### src/rtl/game_round_timer.sv
// ---------------------------------------------------------------------------
// game_round_timer
//
// Counts a MM:SS round down at one tick per second and reports who won.
// A round starts on a rising edge of game_started. It ends in one of two ways:
// the hider is caught (winner=0), or time runs out (winner=1).
// The BCD digits drive the seven-segment/OLED overlay.
//
// Optional feature macro: GAME_PAUSE_EN
//   When defined, the game_pause port exists and freezes the countdown
//   while it is high in RUN.
//
// Parameters:
//   TICK_CYCLES   clk cycles per one-second tick
//
// Ports:
//   clk            system clock
//   reset          synchronous, active-high reset
//   game_started   level, high while the menu is in its game state
//   time_setting   round length in minutes, sampled at round start
//   seeker_caught  single-cycle pulse when the hider is caught
//   game_pause     (GAME_PAUSE_EN only) level, freezes the countdown
//   game_done      round over, held until game_started falls
//   winner         1 = hider wins (time expired), 0 = seeker wins (caught)
//   running        high while the countdown is active
//   warn           high in RUN while remaining time <= 0:10
//   min_ones       BCD minutes digit
//   sec_tens       BCD seconds tens digit
//   sec_ones       BCD seconds ones digit
// ---------------------------------------------------------------------------
module game_round_timer #(
    parameter int TICK_CYCLES = 100_000_000
) (
    input  logic       clk,
    input  logic       reset,
    input  logic       game_started,
    input  logic [7:0] time_setting,
    input  logic       seeker_caught,
`ifdef GAME_PAUSE_EN
    input  logic       game_pause,
`endif
    output logic       game_done,
    output logic       winner,
    output logic       running,
    output logic       warn,
    output logic [3:0] min_ones,
    output logic [3:0] sec_tens,
    output logic [3:0] sec_ones
);

    localparam int PW = (TICK_CYCLES > 1) ? $clog2(TICK_CYCLES) : 1;
    localparam logic [PW-1:0] PRESC_LAST = PW'(TICK_CYCLES - 1);

    typedef enum logic [1:0] {
        IDLE = 2'd0,
        LOAD = 2'd1,
        RUN  = 2'd2,
        DONE = 2'd3
    } state_t;

    state_t        state;
    logic [PW-1:0] presc;
    logic          started_q;
    logic          armed;
    logic [11:0]   time_bcd;   // {min_ones, sec_tens, sec_ones}
    logic          paused;
    logic          start_edge;

`ifdef GAME_PAUSE_EN
    assign paused = game_pause;
`else
    assign paused = 1'b0;
`endif

    // A level that is already high when reset is released must not start a
    // round. The armed flag stays low until game_started has been seen low.
    assign start_edge = game_started & ~started_q & armed;

    assign min_ones = time_bcd[11:8];
    assign sec_tens = time_bcd[7:4];
    assign sec_ones = time_bcd[3:0];

    // Map any minute setting onto the supported 1..4 range.
    function automatic logic [3:0] clamp_minutes(input logic [7:0] m);
        if (m == 8'd0)
            return 4'd1;
        else if (m > 8'd4)
            return 4'd4;
        else
            return m[3:0];
    endfunction

    // One-second BCD decrement of M:ST, borrowing through the digits.
    function automatic logic [11:0] bcd_dec(input logic [11:0] t);
        logic [3:0] m, st, so;
        m  = t[11:8];
        st = t[7:4];
        so = t[3:0];
        if (so != 4'd0) begin
            so = so - 4'd1;
        end else begin
            so = 4'd9;
            if (st != 4'd0) begin
                st = st - 4'd1;
            end else begin
                st = 4'd5;
                m  = m - 4'd1;
            end
        end
        return {m, st, so};
    endfunction

    // Remaining time at or below 0:10.
    function automatic logic warn_zone(input logic [11:0] t);
        return (t[11:8] == 4'd0) &&
               ((t[7:4] == 4'd0) || ((t[7:4] == 4'd1) && (t[3:0] == 4'd0)));
    endfunction

    always_ff @(posedge clk) begin
        if (reset) begin
            state     <= IDLE;
            presc     <= '0;
            started_q <= 1'b0;
            armed     <= 1'b0;
            game_done <= 1'b0;
            winner    <= 1'b0;
            running   <= 1'b0;
            warn      <= 1'b0;
            time_bcd  <= 12'h000;
        end else begin
            started_q <= game_started;
            armed     <= armed | ~game_started;

            case (state)
                IDLE: begin
                    if (start_edge)
                        state <= LOAD;
                end

                LOAD: begin
                    time_bcd <= {clamp_minutes(time_setting), 4'd0, 4'd0};
                    presc    <= '0;
                    winner   <= 1'b0;
                    running  <= 1'b1;
                    warn     <= 1'b0;
                    state    <= RUN;
                end

                RUN: begin
                    // Abort wins over every other event while the round runs.
                    if (!game_started) begin
                        running <= 1'b0;
                        warn    <= 1'b0;
                        state   <= IDLE;
                    end else if (seeker_caught) begin
                        game_done <= 1'b1;
                        winner    <= 1'b0;
                        running   <= 1'b0;
                        warn      <= 1'b0;
                        state     <= DONE;
                    end else if (!paused) begin
                        if (presc == PRESC_LAST) begin
                            presc    <= '0;
                            time_bcd <= bcd_dec(time_bcd);
                            if (time_bcd == 12'h001) begin
                                game_done <= 1'b1;
                                winner    <= 1'b1;
                                running   <= 1'b0;
                                warn      <= 1'b0;
                                state     <= DONE;
                            end else begin
                                warn <= warn_zone(bcd_dec(time_bcd));
                            end
                        end else begin
                            presc <= presc + 1'b1;
                        end
                    end
                end

                DONE: begin
                    if (!game_started) begin
                        game_done <= 1'b0;
                        state     <= IDLE;
                    end
                end

                default: state <= IDLE;
            endcase
        end
    end

endmodule

### config.mk
export PLATFORM = sky130hd
export DESIGN_NAME = game_round_timer
export DESIGN_NICKNAME = d
export VERILOG_FILES = /design/src/rtl/game_round_timer.sv
export SDC_FILE = /design/constraint.sdc
export NUM_CORES = 1
export LEC_CHECK = 0
export BUFFER_PORTS_ARGS = -buffer_cell sky130_fd_sc_hd__buf_2
export CAP_MARGIN = 20
export CORE_ASPECT_RATIO = 1.75
export CORE_UTILIZATION = 61
export DETAILED_ROUTE_END_ITERATION = 12
export HOLD_SLACK_MARGIN = 0.08
export PLACE_DENSITY = 0.91
export SYNTH_ARGS = -nofsm -noshare
export SYNTH_HDL_FRONTEND = slang
export SYNTH_SLANG_ARGS = --single-unit
export TNS_END_PERCENT = 10
### constraint.sdc
create_clock -name clk -period 3.56 [get_ports clk]
set_clock_uncertainty 0.05 [all_clocks]
set_input_delay 0.178 -clock clk [delete_from_list [all_inputs] [get_ports clk]]
set_output_delay 0.178 -clock clk [all_outputs]
set_load 0.01 [all_outputs]
# Yosys cells after proc, flatten, opt, wreduce, memory -nomap -nowiden
# Index checks and enable logic that the tools add are counted.
[op_classes]
addsub = 4
mul = 0
div_mod_pow = 0
magnitude_cmp = 1
n_eq_ne = 15
shifts = 0
muxes = 59
bitwise = 5
reduce_logical = 19
[ops]
columns = ["operator", "n"]
rows = [
  ["2-to-1 mux 4 bit", 25],
  ["2-to-1 mux 27 bit", 3],
  ["case mux 27 bit (2 select lines)", 1],
  ["2-to-1 mux 12 bit", 3],
  ["adder 27 x 1 -> 27 bit (second input constant)", 1],
  ["== test 27 bit (second input constant)", 1],
  ["case mux 12 bit (2 select lines)", 1],
  ["2-to-1 mux 1 bit", 15],
  ["== test 12 x 1 -> 1 bit (second input constant)", 1],
  ["logical NOT 4 bit", 3],
  ["2-to-1 mux 2 bit", 6],
  ["AND reduction 4 bit", 3],
  ["subtractor 4 x 1 -> 4 bit (second input constant)", 3],
  ["!= test 2 bit (second input constant)", 5],
  ["greater-than comparator 8 x 3 -> 1 bit (second input constant)", 1],
  ["logical NOT 8 bit", 1],
  ["!= test 4 bit (second input constant)", 2],
  ["case mux 1 bit (2 select lines)", 4],
  ["case mux 2 bit (4 select lines)", 1],
  ["nonzero test 4 bit", 2],
  ["!= test 3 bit (second input constant)", 2],
  ["AND reduction 3 bit", 2],
  ["AND reduction 5 bit", 1],
  ["== test 2 bit (second input constant)", 2],
  ["10 further kinds", 14],
]
[word_totals]
regBits = 47
latchBits = 0
mem_bits_rw = 0
rom_bits = 0
out_inout_bits = 16
n_memories = 0

# Longest topological paths before layout
# Gate-level depths: netlist of run 1.
[logic_depth]
depth_word = 18
depth_mapped = 9

# Worst setup path before layout of run 1
# No wires, ideal clock.
[synth_timing]
path_kind = "flip-flop to flip-flop"
from = "register state[0]"
to = "register presc[21]"
setup_ns = 0.128
t_arrival_ns = 1.914
required_time_ns = 3.382
setup_slack_ns = 1.468
path_stages_with_launch = 10
n_path_buf = 2
synth_period_minus_slack_ns = 2.092
cell_sequence = "dfxtp_1 inv_1 ha_1 and3b_1 clkbuf_1 o211ai_1 clkbuf_1 nor4_1 xnor2_1 nor2_1"
[synth_between]
elab_chain_len = 3
word_cells_on_any_way = 7
[synth_rtl]
columns = ["element", "line_no", "source"]
rows = [
  ["start, declared", "61", "state_t state;"],
  ["start signal, assigned", "121", "state <= IDLE;"],
  ["start signal, assigned", "137", "state <= LOAD;"],
  ["start signal, assigned", "146", "state <= RUN;"],
  ["== test 2 bit or == test 2 x 1 -> 1 bit (tied branches)", "134", "case (state)"],
  ["!= test 2 bit (no source line) or nonzero test 2 bit (tied branches)", "-", ""],
  ["AND reduction 3 bit (no source line)", "-", ""],
  ["end signal, assigned", "175", "presc <= presc + 1'b1;"],
  ["end, declared", "62", "logic [PW-1:0] presc;"],
]
# Several ways; a longest one is shown, not always the timed one.
# A chain may end at the register's enable or synchronous reset.

# Worst setup path after layout of run 1
[layout_timing]
from = "register state[0]"
to = "register presc[23]"
# Same word-level chain as after synthesis.

==> results of run 1 <==
==> path summary, 6_finish.rpt <==
kind / end / start / cells past startpoint / slack [ns]
hold / removal: time_bcd[9] / time_setting[1] / 3 / 0.09
setup / recovery: presc[23] / state[0] / 7 / 0.84
hold reg to reg: armed / armed / 2 / 0.41
setup reg to reg: presc[23] / state[0] / 7 / 0.84
==> layout make-up <==
type | instances | area [um2]
Clock buffer | 6 | 72.6
Clock inverter | 2 | 12.5
Fill cell | 312 | 1160
Inverter | 10 | 37.5
Multi-Input combinational cell | 241 | 1480
Sequential cell | 47 | 941
Tap cell | 48 | 60.1
Timing Repair Buffer | 28 | 143
==> critical path, delay by kind of cell, from the launching register on <==
family	cells	cell delay, ns
AND/OR/NAND/NOR	3	0.49
buffers and inverters	1	0.14
AO/OA/AOI/OAI	1	0.83
adder cells (fa/ha/maj)	1	0.56
XOR/XNOR	1	0.19
flip-flops	1	0.34
==> per-layer routing <==
| layer | up-vias | GRT usage |
|---|---|---|
| met4 | 0 | 0.167 |
| li1 | 1145 | - |
| met1 | 1114 | 0.281 |
| met5 | - | 0 |
| met2 | 57 | 0.518 |
| met3 | 21 | 0.0474 |
==> per-stage QoR <==
stage	cell area [um2]	total power, mW
CTS	2750	1.27
detailed placement	2660	0.959
floorplan	2500	0.857
global route	2750	1.35
finish	2750	1.27
global placement	2660	0.951
==> cells by family after synthesis <==
family | count (synthesis)
simple gates | 153
compound gates | 52
flops | 47
xor+xnor | 25
buf+inv | 21
fa+ha+maj | 8
mux | 3
==> where the power goes <==
group          internal [mW]  switching, mW
logic                  0.128          0.243
clock network          0.137          0.179
registers              0.555         0.0294
total                  0.821          0.451
==> cells in the final DEF, fill, tap and decap left out, drive strengths merged, types with 2 or more instances in the layout <==
| cell type | count |
|---|---|
| o21ai | 16 |
| nand3b | 4 |
| a21oi | 5 |
| nand2 | 31 |
| buf | 28 |
| xor2 | 2 |
| nor2 | 48 |
| or3 | 3 |
| ha | 8 |
| nand4 | 3 |
| o311ai | 3 |
| nor4b | 2 |
| clkbuf | 6 |
| or4 | 4 |
| mux2i | 3 |
| nor4 | 7 |
| nand3 | 11 |
| a31o | 2 |
| a22oi | 3 |
| o211ai | 4 |
| nor3 | 15 |
| o31ai | 3 |
| nor2b | 5 |
| a211o | 2 |
| a31oi | 3 |
| o22ai | 2 |
| nand2b | 5 |
| dfxtp | 47 |
| and2 | 3 |
| xnor2 | 23 |
| o2111ai | 2 |
| inv | 10 |
| and4 | 6 |
| and3 | 2 |
==> cells in the mapped netlist (4+ instances only) <==
| cell | count | area [um2] |
|---|---|---|
| sky130_fd_sc_hd__nand3_1 | 11 | 55.1 |
| sky130_fd_sc_hd__clkbuf_1 | 9 | 33.8 |
| sky130_fd_sc_hd__nor4_1 | 7 | 43.8 |
| sky130_fd_sc_hd__nand2_1 | 31 | 116 |
| sky130_fd_sc_hd__nor2b_1 | 5 | 31.3 |
| sky130_fd_sc_hd__and4_1 | 6 | 52.6 |
| sky130_fd_sc_hd__o21ai_0 | 14 | 70.1 |
| sky130_fd_sc_hd__nand3b_1 | 4 | 30.0 |
| sky130_fd_sc_hd__ha_1 | 8 | 100 |
| sky130_fd_sc_hd__dfxtp_1 | 47 | 941 |
| sky130_fd_sc_hd__nand2b_1 | 5 | 31.3 |
| sky130_fd_sc_hd__inv_1 | 10 | 37.5 |
| sky130_fd_sc_hd__nor3_1 | 14 | 70.1 |
| sky130_fd_sc_hd__nor2_1 | 48 | 180 |
| sky130_fd_sc_hd__o211ai_1 | 4 | 30.0 |
| sky130_fd_sc_hd__a21oi_1 | 5 | 25.0 |
| sky130_fd_sc_hd__xnor2_1 | 23 | 201 |
==> state kept, by name (all words and copies together) (netlist names) <==
signal / count
time_bcd: 12
winner: 1
running: 1
started_q: 1
presc: 27
warn: 1
state: 2
game_done: 1
armed: 1
==> flow_summary_export.csv, run 1 <==
group,metric,value,unit
route,remaining_drc_errors,0,
cells_and_area,final_net_count,353,
cts,worst_skew_pair.late_latency,0.31,ns
floorplan,initial_cell_density_of_the_core,0.641,
sta,max_slew.worst_pin.slew,0.962,ns
sta,setup-tns-final,0,ns
place,placed_cells,374,
pwr,irDropWorstVdd,0.373,mV
sta,min_period,2.72,ns
route,vias,2337,
cts,cts_resized,0,
place,detailed_place_hpwl,4010,um
critical_path,worst_setup_path_end_kind,"flip-flop",
route,ant_nets,0,
synth,yosys-mux-area-fraction,0.0120,
critical_path,critPathMaxFanout,17,
synth,ys_types,49,
critical_path,setup.worst_path.class,"reg -> reg",
grt,grt_pass1_wl,9470,um
grt,gr-usage-all-layers,0.279,
synth,ys.warnings.count,0,
synth,synthArstFlopShare,0,
pwr,cellPowerDensity,463,nW/um2
floorplan,die_x,50.4,um
cells_and_area,insertedDiodeCount,0,
critical_path,critPathLaunchType,"flip-flop",
synth,synth_cells,309,
route,drt_pass1_iterations,4,
synth,synth_edf_count,0,
sta,hold_slack,0.0856,ns
critical_path,worstPathCellList,"inv_1 -> ha_1 -> nor2b_1 -> o211ai_1 -> nor4_1 -> xnor2_1 -> nor2_1",
route,drt-initial-drc-count,102,
critical_path,cp_slowest_stage_delay,0.83,ns
route,postRouteWirelength,5500,um
critical_path,cp_slowest_cell,"sky130_fd_sc_hd__o211ai_1",
synth,complex_gate_fraction_of_the_synthesized_area,0.139,
status,run_status,"finished clean",
sta,slew-limit-headroom,0.356,
grt,globalRoute.totalOverflow,0,
cells_and_area,area_growth,9.80,%
floorplan,placeableCoreArea,3900,um2
floorplan,number_of_placed_i_o_pins,28,
route,post_drt_wl_per_cell,14.4,um
flow_run,max_cap_viol_count,0,
floorplan,fp.dieArea,4370,um2
grt,grt_max_degree,26,
synth,share_of_synthesized_cell_area_in_full_adder_half_adder_and_majority_cells,0.0400,
sta,hold_viol,0,
critical_path,worst_ep_required_time,3.69,ns
grt,antenna_violations_before_repair,0,
cells_and_area,final_core_util,0.704,
route,wl_met2,3050,um
synth,dominantRegCellSynth,"sky130_fd_sc_hd__dfxtp_1",
cells_and_area,drive_gt1_frac,0.120,
synth,synth.yosys.seq_area_share,0.376,
synth,synth.avg_cell_area,8.10,um2
synth,number_of_synthesized_register_bits,47,
sta,setup_ws,0.839,ns
cts,clk_pin_slew_worst_paths,0.10,ns
sta,timing_max_transition_violations_final,0,
floorplan,core.rowCount,30,
place,io_buffer_count,27,
synth,synth_top_family_by_area,"simple AND/OR/NAND/NOR gates",
critical_path,worstPathArrival,2.86,ns
cts,post_cts.repair.setup_buffers,0,
grt,first_global_vias,2276,
synth,synth.cell_area,2500,um2
cts,cts_num_sinks,47,
hold_path,hold_path_class,"in -> reg",
place,gpl.final_weighted_congestion,0.899,
cts,clock_tree.buffer_depth,2,
synth,synth_fp_nets,329,
cts,number_of_cts_inserted_buffers,5,
synth,post_synthesis_xor_xnor_area_fraction,0.0875,
sta,achievable-frequency,367,MHz
place,dpl_worst_slack,0.909,ns
floorplan,die_ht,86.7,um
cts,cts.htree.levels,2,
sta,final.period_utilization,0.764,
sta,report.final.setup_viol,0,
route,highest_layer,"met4",
route,routed_via_density,6.12,
route,drt-met1-wl,2090,um
cts,ctsRootBufferMaster,"sky130_fd_sc_hd__clkbuf_8",
synth,synth_simple_gate_area_frac,0.314,
cells_and_area,post_layout_nonfiller_instances,382,
pwr,power.static_leakage,0.986,nW
cts,tritoncts,"yes",
sta,rsz_0062_raised_after_global_routing,"no",
route,wl_met3,151,um
cts,cts-hold-fix-buffers,0,
(Power assumes the default switching activity.)
==> run 2, diff against run 1 <==
--- a/config.mk
+++ b/config.mk
@@ -8,10 +8,10 @@
 export BUFFER_PORTS_ARGS = -buffer_cell sky130_fd_sc_hd__buf_2
 export CAP_MARGIN = 20
 export CORE_ASPECT_RATIO = 1.75
-export CORE_UTILIZATION = 61
+export CORE_UTILIZATION = 52
 export DETAILED_ROUTE_END_ITERATION = 12
 export HOLD_SLACK_MARGIN = 0.08
-export PLACE_DENSITY = 0.91
+export PLACE_DENSITY = 0.83
 export SYNTH_ARGS = -nofsm -noshare
 export SYNTH_HDL_FRONTEND = slang
 export SYNTH_SLANG_ARGS = --single-unit
==> constraint.sdc (replaced) <==
create_clock -name clk -period 2.35 [get_ports clk]
set_clock_uncertainty 0.05 [all_clocks]
set_input_delay 0.1175 -clock clk [delete_from_list [all_inputs] [get_ports clk]]
set_output_delay 0.1175 -clock clk [all_outputs]
set_load 0.01 [all_outputs]
==> run 2 against run 1 <==
First-iteration DRC count fell by 33%. Count of clock-buffer cells in the layout fell by 1. Sequential cell count did not move. Die area rose by 17%. Power rose by 56%. Non-clock buffer count rose by 8. Critical path depth fell by 2. Utilization fell by 9.9 points. Design area rose by 2.6%. Critical endpoint is now warn. Sequential share of layout area fell by 0.88 points. Combinational power rose by 64%. Cell count rose by 3.1%.
==> flow_summary_export.csv, run 2 (synthesis gave the netlist of run 1 again) <==
group,metric,value,unit
floorplan,fp.dieArea,5100,um2
floorplan,die_x,54.4,um
pwr,cellPowerDensity,705,nW/um2
sta,slew-limit-headroom,0.678,
grt,grt_pass1_wl,8770,um
floorplan,number_of_placed_i_o_pins,28,
grt,grt.met3_usage,0.0405,
cells_and_area,n_fill_cell,426,
critical_path,worstPathArrival,2.31,ns
cts,ctsRootBufferMaster,"sky130_fd_sc_hd__clkbuf_8",
sta,final.period_utilization,0.912,
grt,grt_use_met1,0.215,
cts,cts_num_sinks,47,
pwr,irDropWorstVdd,0.453,mV
cells_and_area,insertedDiodeCount,0,
sta,hold_viol,0,
cells_and_area,final_core_util,0.604,
cells_and_area,top_register,"presc",
route,post_drt_wl_per_cell,14.1,um
cts,cts.htree.levels,2,
floorplan,die_ht,93.8,um
cts,clock_tree.buffer_depth,2,
cts,number_of_cts_inserted_buffers,5,
hold_path,hold_path_class,"in -> reg",
cts,tritoncts,"yes",
grt,antenna_violations_before_repair,0,
grt,grt_max_degree,26,
cells_and_area,drive_gt1_frac,0.137,
route,remaining_drc_errors,0,
place,gpl.final_weighted_congestion,0.814,
route,vias,2315,
place,detailed_place_hpwl,4000,um
cells_and_area,final_net_count,361,
grt,globalRoute.totalOverflow,0,
route,routed_via_density,5.88,
sta,report.final.setup_viol,0,
route,drt-initial-drc-count,68,
sta,rsz_0062_raised_after_global_routing,"no",
floorplan,core.rowCount,33,
route,ant_nets,0,
flow_run,max_cap_viol_count,0,
floorplan,placeableCoreArea,4670,um2
route,postRouteWirelength,5560,um
route,drt_pass1_iterations,4,
critical_path,worst_setup_path_end_kind,"flip-flop",
sta,timing_max_transition_violations_final,0,
sta,min_period,2.14,ns
cells_and_area,max_ffs_per_register,27,
floorplan,initial_cell_density_of_the_core,0.536,
critical_path,worst_r2r_path_depth,5,
critical_path,critPathMaxFanout,9,
critical_path,worst_ep_required_time,2.52,ns
sta,setup-tns-final,0,ns
pwr,report.power.total,1.99,mW
hold_path,worst_hold_path.num_cells,3,
cts,clk_pin_slew_worst_paths,0.09,ns
critical_path,setup.worst_path.class,"reg -> reg",
cells_and_area,registers_with_the_most_flip_flops,"presc: 27 flops, time_bcd: 12 flops, state: 2 flops",
pwr,power.static_leakage,1.03,nW
cells_and_area,area_growth,12.7,%
status,run_status,"finished clean",
cells_and_area,layout_commonest_cell,"sky130_fd_sc_hd__nor2_1",
grt,most_crowded_layer_gr,"met2",
cells_and_area,layout_common_cells,"48 x sky130_fd_sc_hd__nor2_1, 47 x sky130_fd_sc_hd__dfxtp_1, 31 x sky130_fd_sc_hd__nand2_1",
grt,met2_usage,0.431,
critical_path,critPathLaunchType,"flip-flop",
grt,first_global_vias,2117,
grt,gr-usage-all-layers,0.232,
cts,worst_skew_pair.late_latency,0.31,ns
place,io_buffer_count,27,
sta,achievable-frequency,467,MHz
sta,max_slew.worst_pin.slew,0.483,ns
run 2: cell types whose count changed in the layout (fill, tap and decap cells not counted), sizes merged:
| cell | before | now |
|---|---|---|
| buf | 28 | 34 |
| dlygate4sd3 | 0 | 2 |
| clkbuf | 6 | 5 |
| clkinv | 1 | 2 |
| clkinvlp | 1 | 0 |
| inv | 10 | 11 |
run 2: path summary, 6_finish.rpt:
path | startpoint | end | slack [ns]
max | time_bcd[0] | warn | 0.21
min | seeker_caught | game_done | 0.08
max reg2reg | time_bcd[0] | warn | 0.21
min reg2reg | armed | armed | 0.40
run 2: routing by layer:
metal  vias to the layer above  wire length (um)  share of wire
li1                       1158                 -              -
met1                      1068              2150           0.39
met2                        68              2970           0.53
met3                        21               195          0.035
met4                         0               244          0.044
met5                         -                 0              0
run 2: repair_timing:
action / 4_1_cts / 5_1_grt
buffers inserted: 0 / 0
resized for setup: 0 / 0
hold endpoints to repair: 2 / 0
hold buffers: 2 / 0
run 2: power by group:
| part | leakage [nW] | internal, mW | switching (mW) |
|---|---|---|---|
| combinational | 0.601 | 0.222 | 0.388 |
| clock | 0.0483 | 0.210 | 0.286 |
| sequential | 0.380 | 0.841 | 0.0433 |
| total | 1.03 | 1.27 | 0.717 |
run 2: worst max-delay path, stage by stage (launching register included):
cell                      delay, ns
sky130_fd_sc_hd__dfxtp_1       0.39
sky130_fd_sc_hd__or4_4         0.60
sky130_fd_sc_hd__nor3_4        0.36
sky130_fd_sc_hd__nand3_1       0.14
sky130_fd_sc_hd__a211o_1       0.31
sky130_fd_sc_hd__o31ai_1       0.21
run 2: layout make-up:
type | instances | area, um2 | area share
sequential | 47 | 941 | 0.334
inverter | 10 | 37.5 | 0.0133
tap | 52 | 65.1 | 0.0231
multi-input combinational | 241 | 1480 | 0.525
clock inverter | 3 | 18.8 | 0.00665
timing repair buffer | 36 | 208 | 0.0736
clock buffer | 5 | 68.8 | 0.0244
run 2: through the flow:
stage               worst slack, ns  area, um2  hold WS, ns  std cells
floorplan                     0.258       2500        0.219        309
global placement              0.269       2710        0.375        384
detailed placement            0.255       2710        0.381        384
CTS                           0.232       2820       0.0801        394
global route                 0.0770       2820        0.104        394
finish                        0.208       2820       0.0836        394
